--- src/rtl/mc_pkg.sv ---
// Shared encodings for the multi-cycle controller: states, opcodes, mux selects
// and the packed control word driven onto the datapath.
package mc_pkg;

    typedef enum logic [3:0] {
        S_FETCH   = 4'd0,
        S_DECODE  = 4'd1,
        S_MEMADR  = 4'd2,
        S_MEMRD   = 4'd3,
        S_MEMWB   = 4'd4,
        S_MEMWR   = 4'd5,
        S_RTYPEEX = 4'd6,
        S_RTYPEWB = 4'd7,
        S_BEQEX   = 4'd8,
        S_ADDIEX  = 4'd9,
        S_ADDIWB  = 4'd10,
        S_JEX     = 4'd11
    } state_t;

    localparam logic [5:0] OP_RTYPE = 6'b000000;
    localparam logic [5:0] OP_LW    = 6'b100011;
    localparam logic [5:0] OP_SW    = 6'b101011;
    localparam logic [5:0] OP_BEQ   = 6'b000100;
    localparam logic [5:0] OP_ADDI  = 6'b001000;
    localparam logic [5:0] OP_J     = 6'b000010;

    localparam logic [1:0] ALUOP_ADD   = 2'b00;
    localparam logic [1:0] ALUOP_SUB   = 2'b01;
    localparam logic [1:0] ALUOP_FUNCT = 2'b10;

    localparam logic [1:0] SRCB_REG     = 2'b00;
    localparam logic [1:0] SRCB_FOUR    = 2'b01;
    localparam logic [1:0] SRCB_IMM     = 2'b10;
    localparam logic [1:0] SRCB_IMM_SH2 = 2'b11;

    localparam logic [1:0] PCSRC_ALU    = 2'b00;
    localparam logic [1:0] PCSRC_ALUOUT = 2'b01;
    localparam logic [1:0] PCSRC_JUMP   = 2'b10;

    typedef struct packed {
        logic       iord;
        logic       mem_write;
        logic       ir_write;
        logic       reg_dst;
        logic       mem_to_reg;
        logic       reg_write;
        logic       alu_src_a;
        logic [1:0] alu_src_b;
        logic [1:0] alu_op;
        logic [1:0] pc_src;
        logic       pc_write;
        logic       branch;
        logic       illegal_op;
        logic       instr_done;
    } ctrl_t;

    localparam ctrl_t CTRL_IDLE = '0;

    function automatic logic opcode_known(input logic [5:0] op);
        case (op)
            OP_RTYPE, OP_LW, OP_SW, OP_BEQ, OP_ADDI, OP_J: opcode_known = 1'b1;
            default:                                       opcode_known = 1'b0;
        endcase
    endfunction

endpackage

--- src/rtl/multicycle_controller_if.sv ---
// Instruction-register/memory inputs and datapath control outputs of the controller.
interface multicycle_controller_if;
    logic [5:0] Opcode;
    logic       mem_ready;
    logic       IorD;
    logic       MemWrite;
    logic       IRWrite;
    logic       RegDst;
    logic       MemtoReg;
    logic       RegWrite;
    logic       ALUSrcA;
    logic [1:0] ALUSrcB;
    logic [1:0] ALUOp;
    logic [1:0] PCSrc;
    logic       PCWrite;
    logic       Branch;
    logic       IllegalOp;
    logic       InstrDone;
    logic [3:0] State;

    modport master (
        output Opcode, mem_ready,
        input  IorD, MemWrite, IRWrite, RegDst, MemtoReg, RegWrite, ALUSrcA,
               ALUSrcB, ALUOp, PCSrc, PCWrite, Branch, IllegalOp, InstrDone, State
    );

    modport slave (
        input  Opcode, mem_ready,
        output IorD, MemWrite, IRWrite, RegDst, MemtoReg, RegWrite, ALUSrcA,
               ALUSrcB, ALUOp, PCSrc, PCWrite, Branch, IllegalOp, InstrDone, State
    );
endinterface

--- src/rtl/mc_output_decode.sv ---
// Combinational control-word decode from the current state; mem_ready and the
// opcode only shape the handshake and illegal-opcode outputs.
module mc_output_decode
    import mc_pkg::*;
(
    input  state_t     i_state,
    input  logic       i_mem_ready,
    input  logic [5:0] i_opcode,
    output ctrl_t      o_ctrl
);

    always_comb begin
        o_ctrl = CTRL_IDLE;
        case (i_state)
            S_FETCH: begin
                o_ctrl.iord      = 1'b0;
                o_ctrl.alu_src_a = 1'b0;
                o_ctrl.alu_src_b = SRCB_FOUR;
                o_ctrl.alu_op    = ALUOP_ADD;
                o_ctrl.pc_src    = PCSRC_ALU;
                o_ctrl.ir_write  = i_mem_ready;
                o_ctrl.pc_write  = i_mem_ready;
            end
            S_DECODE: begin
                o_ctrl.alu_src_a = 1'b0;
                o_ctrl.alu_src_b = SRCB_IMM_SH2;
                o_ctrl.alu_op    = ALUOP_ADD;
                // Unknown opcodes retire here so the fetch loop never wedges
                o_ctrl.illegal_op = ~opcode_known(i_opcode);
                o_ctrl.instr_done = ~opcode_known(i_opcode);
            end
            S_MEMADR: begin
                o_ctrl.alu_src_a = 1'b1;
                o_ctrl.alu_src_b = SRCB_IMM;
                o_ctrl.alu_op    = ALUOP_ADD;
            end
            S_MEMRD: begin
                o_ctrl.iord = 1'b1;
            end
            S_MEMWB: begin
                o_ctrl.reg_dst    = 1'b0;
                o_ctrl.mem_to_reg = 1'b1;
                o_ctrl.reg_write  = 1'b1;
                o_ctrl.instr_done = 1'b1;
            end
            S_MEMWR: begin
                o_ctrl.iord       = 1'b1;
                o_ctrl.mem_write  = 1'b1;
                o_ctrl.instr_done = i_mem_ready;
            end
            S_RTYPEEX: begin
                o_ctrl.alu_src_a = 1'b1;
                o_ctrl.alu_src_b = SRCB_REG;
                o_ctrl.alu_op    = ALUOP_FUNCT;
            end
            S_RTYPEWB: begin
                o_ctrl.reg_dst    = 1'b1;
                o_ctrl.reg_write  = 1'b1;
                o_ctrl.instr_done = 1'b1;
            end
            S_BEQEX: begin
                o_ctrl.alu_src_a  = 1'b1;
                o_ctrl.alu_src_b  = SRCB_REG;
                o_ctrl.alu_op     = ALUOP_SUB;
                o_ctrl.pc_src     = PCSRC_ALUOUT;
                o_ctrl.branch     = 1'b1;
                o_ctrl.instr_done = 1'b1;
            end
            S_ADDIEX: begin
                o_ctrl.alu_src_a = 1'b1;
                o_ctrl.alu_src_b = SRCB_IMM;
                o_ctrl.alu_op    = ALUOP_ADD;
            end
            S_ADDIWB: begin
                o_ctrl.reg_dst    = 1'b0;
                o_ctrl.reg_write  = 1'b1;
                o_ctrl.instr_done = 1'b1;
            end
            S_JEX: begin
                o_ctrl.pc_src     = PCSRC_JUMP;
                o_ctrl.pc_write   = 1'b1;
                o_ctrl.instr_done = 1'b1;
            end
            default: o_ctrl = CTRL_IDLE;
        endcase
    end

endmodule

--- src/rtl/multicycle_controller.sv ---
// Multi-cycle datapath sequencer: state register, next-state logic and reset
// gating of the control word.
//
// state     | meaning
// FETCH     | read instruction at PC, PC += 4 when memory completes
// DECODE    | read registers, precompute branch target, dispatch on opcode
// MEMADR    | base + offset address for lw/sw
// MEMRD     | memory read at ALUOut, waits for mem_ready
// MEMWB     | load data written to rt
// MEMWR     | memory write at ALUOut, waits for mem_ready
// RTYPEEX   | ALU operates on A,B per funct
// RTYPEWB   | ALU result written to rd
// BEQEX     | compare A,B; branch target taken on Zero
// ADDIEX    | A + sign-extended immediate
// ADDIWB    | ALU result written to rt
// JEX       | PC loaded with jump target
module multicycle_controller
    import mc_pkg::*;
(
    input  logic                    clk,
    input  logic                    reset_n,
    multicycle_controller_if.slave  bus
);

    state_t r_state;
    state_t w_next;
    ctrl_t  w_ctrl;
    ctrl_t  w_ctrl_out;

    always_ff @(posedge clk or negedge reset_n) begin
        if (!reset_n) begin
            r_state <= S_FETCH;
        end else begin
            r_state <= w_next;
        end
    end

    always_comb begin
        w_next = S_FETCH;
        case (r_state)
            S_FETCH:   w_next = bus.mem_ready ? S_DECODE : S_FETCH;
            S_DECODE: begin
                case (bus.Opcode)
                    OP_LW, OP_SW: w_next = S_MEMADR;
                    OP_RTYPE:     w_next = S_RTYPEEX;
                    OP_BEQ:       w_next = S_BEQEX;
                    OP_ADDI:      w_next = S_ADDIEX;
                    OP_J:         w_next = S_JEX;
                    default:      w_next = S_FETCH;
                endcase
            end
            S_MEMADR:  w_next = (bus.Opcode == OP_LW) ? S_MEMRD : S_MEMWR;
            S_MEMRD:   w_next = bus.mem_ready ? S_MEMWB : S_MEMRD;
            S_MEMWB:   w_next = S_FETCH;
            S_MEMWR:   w_next = bus.mem_ready ? S_FETCH : S_MEMWR;
            S_RTYPEEX: w_next = S_RTYPEWB;
            S_RTYPEWB: w_next = S_FETCH;
            S_BEQEX:   w_next = S_FETCH;
            S_ADDIEX:  w_next = S_ADDIWB;
            S_ADDIWB:  w_next = S_FETCH;
            S_JEX:     w_next = S_FETCH;
            default:   w_next = S_FETCH;
        endcase
    end

    mc_output_decode u_output_decode (
        .i_state     (r_state),
        .i_mem_ready (bus.mem_ready),
        .i_opcode    (bus.Opcode),
        .o_ctrl      (w_ctrl)
    );

    // FETCH would otherwise raise IRWrite/PCWrite from mem_ready during reset
    assign w_ctrl_out = reset_n ? w_ctrl : CTRL_IDLE;

    assign bus.IorD      = w_ctrl_out.iord;
    assign bus.MemWrite  = w_ctrl_out.mem_write;
    assign bus.IRWrite   = w_ctrl_out.ir_write;
    assign bus.RegDst    = w_ctrl_out.reg_dst;
    assign bus.MemtoReg  = w_ctrl_out.mem_to_reg;
    assign bus.RegWrite  = w_ctrl_out.reg_write;
    assign bus.ALUSrcA   = w_ctrl_out.alu_src_a;
    assign bus.ALUSrcB   = w_ctrl_out.alu_src_b;
    assign bus.ALUOp     = w_ctrl_out.alu_op;
    assign bus.PCSrc     = w_ctrl_out.pc_src;
    assign bus.PCWrite   = w_ctrl_out.pc_write;
    assign bus.Branch    = w_ctrl_out.branch;
    assign bus.IllegalOp = w_ctrl_out.illegal_op;
    assign bus.InstrDone = w_ctrl_out.instr_done;
    assign bus.State     = reset_n ? r_state : 4'd0;

endmodule
--- src/flat_wrapper.sv ---
// flat-port wrapper written by rule: the top's interface ports become plain ports
module multicycle_controller_flat import mc_pkg::*;
  (clk, reset_n, bus_Opcode, bus_mem_ready, bus_IorD, bus_MemWrite, bus_IRWrite, bus_RegDst, bus_MemtoReg, bus_RegWrite, bus_ALUSrcA, bus_ALUSrcB, bus_ALUOp, bus_PCSrc, bus_PCWrite, bus_Branch, bus_IllegalOp, bus_InstrDone, bus_State);
  multicycle_controller_if bus_i ();
  input  logic clk;
  input  logic reset_n;
  input wire logic [$bits(bus_i.Opcode)-1:0] bus_Opcode;
  input wire logic [$bits(bus_i.mem_ready)-1:0] bus_mem_ready;
  output wire logic [$bits(bus_i.IorD)-1:0] bus_IorD;
  output wire logic [$bits(bus_i.MemWrite)-1:0] bus_MemWrite;
  output wire logic [$bits(bus_i.IRWrite)-1:0] bus_IRWrite;
  output wire logic [$bits(bus_i.RegDst)-1:0] bus_RegDst;
  output wire logic [$bits(bus_i.MemtoReg)-1:0] bus_MemtoReg;
  output wire logic [$bits(bus_i.RegWrite)-1:0] bus_RegWrite;
  output wire logic [$bits(bus_i.ALUSrcA)-1:0] bus_ALUSrcA;
  output wire logic [$bits(bus_i.ALUSrcB)-1:0] bus_ALUSrcB;
  output wire logic [$bits(bus_i.ALUOp)-1:0] bus_ALUOp;
  output wire logic [$bits(bus_i.PCSrc)-1:0] bus_PCSrc;
  output wire logic [$bits(bus_i.PCWrite)-1:0] bus_PCWrite;
  output wire logic [$bits(bus_i.Branch)-1:0] bus_Branch;
  output wire logic [$bits(bus_i.IllegalOp)-1:0] bus_IllegalOp;
  output wire logic [$bits(bus_i.InstrDone)-1:0] bus_InstrDone;
  output wire logic [$bits(bus_i.State)-1:0] bus_State;
  assign bus_i.Opcode = bus_Opcode;
  assign bus_i.mem_ready = bus_mem_ready;
  assign bus_IorD = bus_i.IorD;
  assign bus_MemWrite = bus_i.MemWrite;
  assign bus_IRWrite = bus_i.IRWrite;
  assign bus_RegDst = bus_i.RegDst;
  assign bus_MemtoReg = bus_i.MemtoReg;
  assign bus_RegWrite = bus_i.RegWrite;
  assign bus_ALUSrcA = bus_i.ALUSrcA;
  assign bus_ALUSrcB = bus_i.ALUSrcB;
  assign bus_ALUOp = bus_i.ALUOp;
  assign bus_PCSrc = bus_i.PCSrc;
  assign bus_PCWrite = bus_i.PCWrite;
  assign bus_Branch = bus_i.Branch;
  assign bus_IllegalOp = bus_i.IllegalOp;
  assign bus_InstrDone = bus_i.InstrDone;
  assign bus_State = bus_i.State;
  multicycle_controller u_core (.clk(clk), .reset_n(reset_n), .bus(bus_i));
endmodule
--- config.mk ---
export PLATFORM = sky130hd
export DESIGN_NAME = multicycle_controller_flat
export DESIGN_NICKNAME = d
export VERILOG_FILES = /design/src/rtl/mc_pkg.sv /design/src/rtl/multicycle_controller_if.sv /design/src/rtl/mc_output_decode.sv /design/src/rtl/multicycle_controller.sv /design/src/flat_wrapper.sv
export SDC_FILE = /design/constraint.sdc
export NUM_CORES = 1
export LEC_CHECK = 0
export CAP_MARGIN = 15
export CORE_MARGIN = 8
export CORE_UTILIZATION = 39
export CTS_CLUSTER_SIZE = 20
export DETAILED_ROUTE_END_ITERATION = 8
export MAX_ROUTING_LAYER = met4
export PLACE_DENSITY = 0.79
export SLEW_MARGIN = 5
export SYNTH_ARGS = -nofsm -noshare
export SYNTH_HDL_FRONTEND = slang
export SYNTH_SLANG_ARGS = --single-unit
--- constraint.sdc ---
create_clock -name clk -period 1.5 [get_ports clk]
set_input_delay 0.3 -clock clk [delete_from_list [all_inputs] [get_ports clk]]
set_output_delay 0.3 -clock clk [all_outputs]
set_load 0.05 [all_outputs]
==> results of run 1 <==
kinds of logic after synthesis:
group / count (synthesis) / synth area share
mux: 1 / 0.01907
simple gates: 53 / 0.4725
buf+inv: 10 / 0.06992
compound gates: 20 / 0.2225
xor+xnor: 2 / 0.02967
flops: 4 / 0.1695
fa+ha+maj: 1 / 0.01695
through the flow:
stage	hold WS (ps)	cell area, um2	setup slack (ps)	TNS, ps
after floorplan	4.409	844.6	-221.1	-1588
after global placement	724.3	1579	-661.8	-7236
==> impl_metrics.tcl, run 1 <==
set metrics [dict create \
    synthArstFlopShare 1.000 \
    yosysMostFrequentCell "nor2_1" \
    synth-edff-count 0 \
    die_h_um 54.92 \
    yosysSeqAreaShare 0.1695 \
    avgSynthCellArea_um2 6.490 \
    synth_top_area_share 0.1695 \
    initial_core_util 0.4062 \
    yosysUniqueCellTypes 33 \
    ys_seq_elements 4 \
    dieWidth_um 54.92 \
    io-pin-count 30 \
    synth_warnings 0 \
    synth-main-ff-cell "dfrtp_1" \
    status "did not finish" \
    ys_top_cells_by_count "14 x nor2_1, 9 x nor3_1, 7 x nand2_1, 6 x a21oi_1, 5 x inv_1" \
    haltStage "3_5_place_dp" \
    error_line "[ERROR DPL-0038] Utilization greater than 100%, impossible to legalize" \
    syn_inst 91 \
    syn-num-nets 100 \
    yosysTopAreaCell "dfrtp_1" \
    portBuffers 29 \
    netlist_area_um2 590.6 \
    gp_congestion 0.9545 \
    synthTopCellsByArea "dfrtp_1 17%, nor2_1 8.9%, nor3_1 7.6%" \
    num_rows 14 \
]
==> run 2: changes to the inputs <==
--- a/config.mk
+++ b/config.mk
@@ -6,12 +6,10 @@
 export NUM_CORES = 1
 export LEC_CHECK = 0
 export CAP_MARGIN = 15
-export CORE_MARGIN = 8
-export CORE_UTILIZATION = 39
-export CTS_CLUSTER_SIZE = 20
+export CORE_AREA = 8 8 69 71
 export DETAILED_ROUTE_END_ITERATION = 8
-export MAX_ROUTING_LAYER = met4
-export PLACE_DENSITY = 0.79
+export DIE_AREA = 0 0 77 79
+export PLACE_DENSITY_LB_ADDON = 0.15
 export SLEW_MARGIN = 5
 export SYNTH_ARGS = -nofsm -noshare
 export SYNTH_HDL_FRONTEND = slang
==> run 2 against run 1 <==
Net effect:
- the flow now finishes, with violations (setup timing)
- synthesized cell count unchanged
- area after synthesis unchanged
==> impl_metrics.tcl, run 2 <==
set metrics [dict create \
    drt_pass1_iterations 4 \
    io-pin-count 30 \
    dp_cells 205 \
    portBuffers 29 \
    gp_congestion 0.8642 \
    netlist_area_um2 590.6 \
    ys_seq_elements 4 \
    coreArea_um2 3799 \
    setup_viol 20 \
    clk_pin_slew_ps 40 \
    num_antenna_cells 0 \
    cts_buffers 3 \
    cellPowerDensity_nw_per_um2 631.0 \
    min_period_ps 1969 \
    synth-main-ff-cell "dfrtp_1" \
    syn-num-nets 100 \
    final_cells 222 \
    clk_latency_ps 230 \
    wl_per_cell_um 13.11 \
    totalWireLength_mm 2.911 \
    grt_overflow 0 \
    r2r_cells 6 \
    timing.rr.start "u_core.r_state[1]" \
    die_h_um 79 \
    synth_warnings 0 \
    endpoint_kind "output port" \
    fin_area_um2 2001 \
    ys_top_cells_by_count "14 x nor2_1, 9 x nor3_1, 7 x nand2_1, 6 x a21oi_1, 5 x inv_1" \
    place_ws_ps -721.7 \
    reg_top3 "u_core.r_state (4)" \
    dieWidth_um 77 \
    cts_tree "yes" \
    postLayoutCoreUtil 0.5267 \
    r2r-end "u_core.r_state[0]" \
    p_leak_nw 0.7785 \
    yosysTopAreaCell "dfrtp_1" \
    num_rows 23 \
    hold_path_class "in2async" \
    status "finished with violations" \
    worst_slew_pin_slew_ps 407.6 \
    cts_sinks 4 \
    ir_drop_mv 0.2852 \
    top_register "u_core.r_state" \
    start_kind "flip-flop" \
    synth-edff-count 0 \
    cts-hold-fix-buffers 0 \
    required_ps 1200 \
    reg2reg_slack_ps 30 \
    fmax_mhz 508.0 \
    finalCritPeriodShare 1.312 \
    drive_above_1_share 0.7326 \
    synth_top_area_share 0.1695 \
    cts-root-buf "clkbuf_8" \
    dp_hpwl_mm 2.330 \
    postRouteAntennaNets 0 \
    avgSynthCellArea_um2 6.490 \
    criticalPathCategory "reg2out" \
    arrival_ps 1670 \
    via_per_inst 4.428 \
    first_iter_violations 19 \
    syn_inst 91 \
    finClkSkew_ps 7.964 \
    grt_max_degree 12 \
    slew_headroom 0.7279 \
    cap_violations 0 \
    syn_to_final_growth_pct 238.8 \
    yosysUniqueCellTypes 33 \
    synthTopCellsByArea "dfrtp_1 17%, nor2_1 8.9%, nor3_1 7.6%" \
    rsz0062_at_grt "true" \
    slew_violations 0 \
    fin_ws_ps -468.6 \
    synthArstFlopShare 1.000 \
    layout_common_cells "33 x buf_4, 24 x buf_12, 15 x buf_6" \
    whs_ps 372.9 \
    final_hold_viol_count 0 \
    dieArea_um2 6083 \
    path_max_fanout 5 \
    drc 0 \
    grt_antenna_before_repair 0 \
    largest_reg_flops 4 \
    vias 983 \
    ctsLongestPathBuffers 2 \
    finalNetCount 182 \
    grt_pass1_vias 1068 \
    layout_commonest_cell "buf_4" \
    initial_core_util 0.1555 \
    yosysSeqAreaShare 0.1695 \
    grt.total_usage 0.09787 \
    htree_levels 1 \
    placed_cell_area_um2 1662 \
    yosysMostFrequentCell "nor2_1" \
    grt_pass1_wl_mm 4.947 \
    violations "setup timing" \
]
run 2: cell counts after synthesis:
Identical to the previous run, type by type.
run 2: stage by stage:
step / total power [W] / TNS (ps)
2_1_floorplan: 0.0005486 / -1588
3_3_place_gp: 0.0008603 / -8610
3_5_place_dp: 0.0008654 / -8834
4_1_cts: 0.001229 / -6147
5_1_grt: 0.001326 / -7185
6_report: 0.001262 / -6036
run 2: what timing repair did:
action	CTS	global route
resized for setup	51	17
gates cloned	0	0
setup endpoints to repair	23	22
buffers inserted	11	8
pin swaps	12	13
run 2: per-layer routing:
metal | up-vias | share of wire | global-route usage
li1 | 494 | - | -
met1 | 446 | 0.40 | 0.1048
met2 | 36 | 0.52 | 0.1818
met3 | 7 | 0.050 | 0.01806
met4 | 0 | 0.024 | 0.04717
met5 | - | 0 | 0
run 2: kinds of logic after synthesis:
kind of cell    after synthesis  synth area share
buf+inv                      10           0.06992
xor+xnor                      2           0.02967
simple gates                 53            0.4725
mux                           1           0.01907
compound gates               20            0.2225
fa+ha+maj                     1           0.01695
flops                         4            0.1695
run 2: worst max path at each step:
stage / startpoint / end / cells past startpoint
after global routing: u_core.r_state[3] / bus_InstrDone / 6
after detailed placement: bus_Opcode[1] / bus_InstrDone / 6
after floorplan: u_core.r_state[2] / bus_InstrDone / 4
after CTS: u_core.r_state[1] / bus_PCWrite / 5
after global placement: bus_Opcode[1] / bus_InstrDone / 6
final: u_core.r_state[1] / bus_PCWrite / 5
run 2: layout make-up:
type	count	area (um2)
timing repair buffer	82	991.0
clock buffer	4	45.04
tap	50	62.56
sequential	4	103.9
fill	351	1798
inverter	5	25.02
multi-input combinational	77	773.2
run 2: power breakdown:
| group | switching, W | leakage [nW] | internal (W) | total, W |
|---|---|---|---|---|
| Clock | 0.0000674 | 0.0228 | 0.000182 | 0.000250 |
| Sequential | 0.0000249 | 0.0495 | 0.000122 | 0.000147 |
| Combinational | 0.000419 | 0.706 | 0.000447 | 0.000866 |
| Total | 0.000511 | 0.779 | 0.000751 | 0.00126 |
run 2: critical path, stage by stage (launching register included):
cell     delay, ps
dfrtp_2        450
buf_6          140
or3_4          320
mux2_4         280
nor2_4         100
buf_12         140
(Power assumes the default switching activity.)
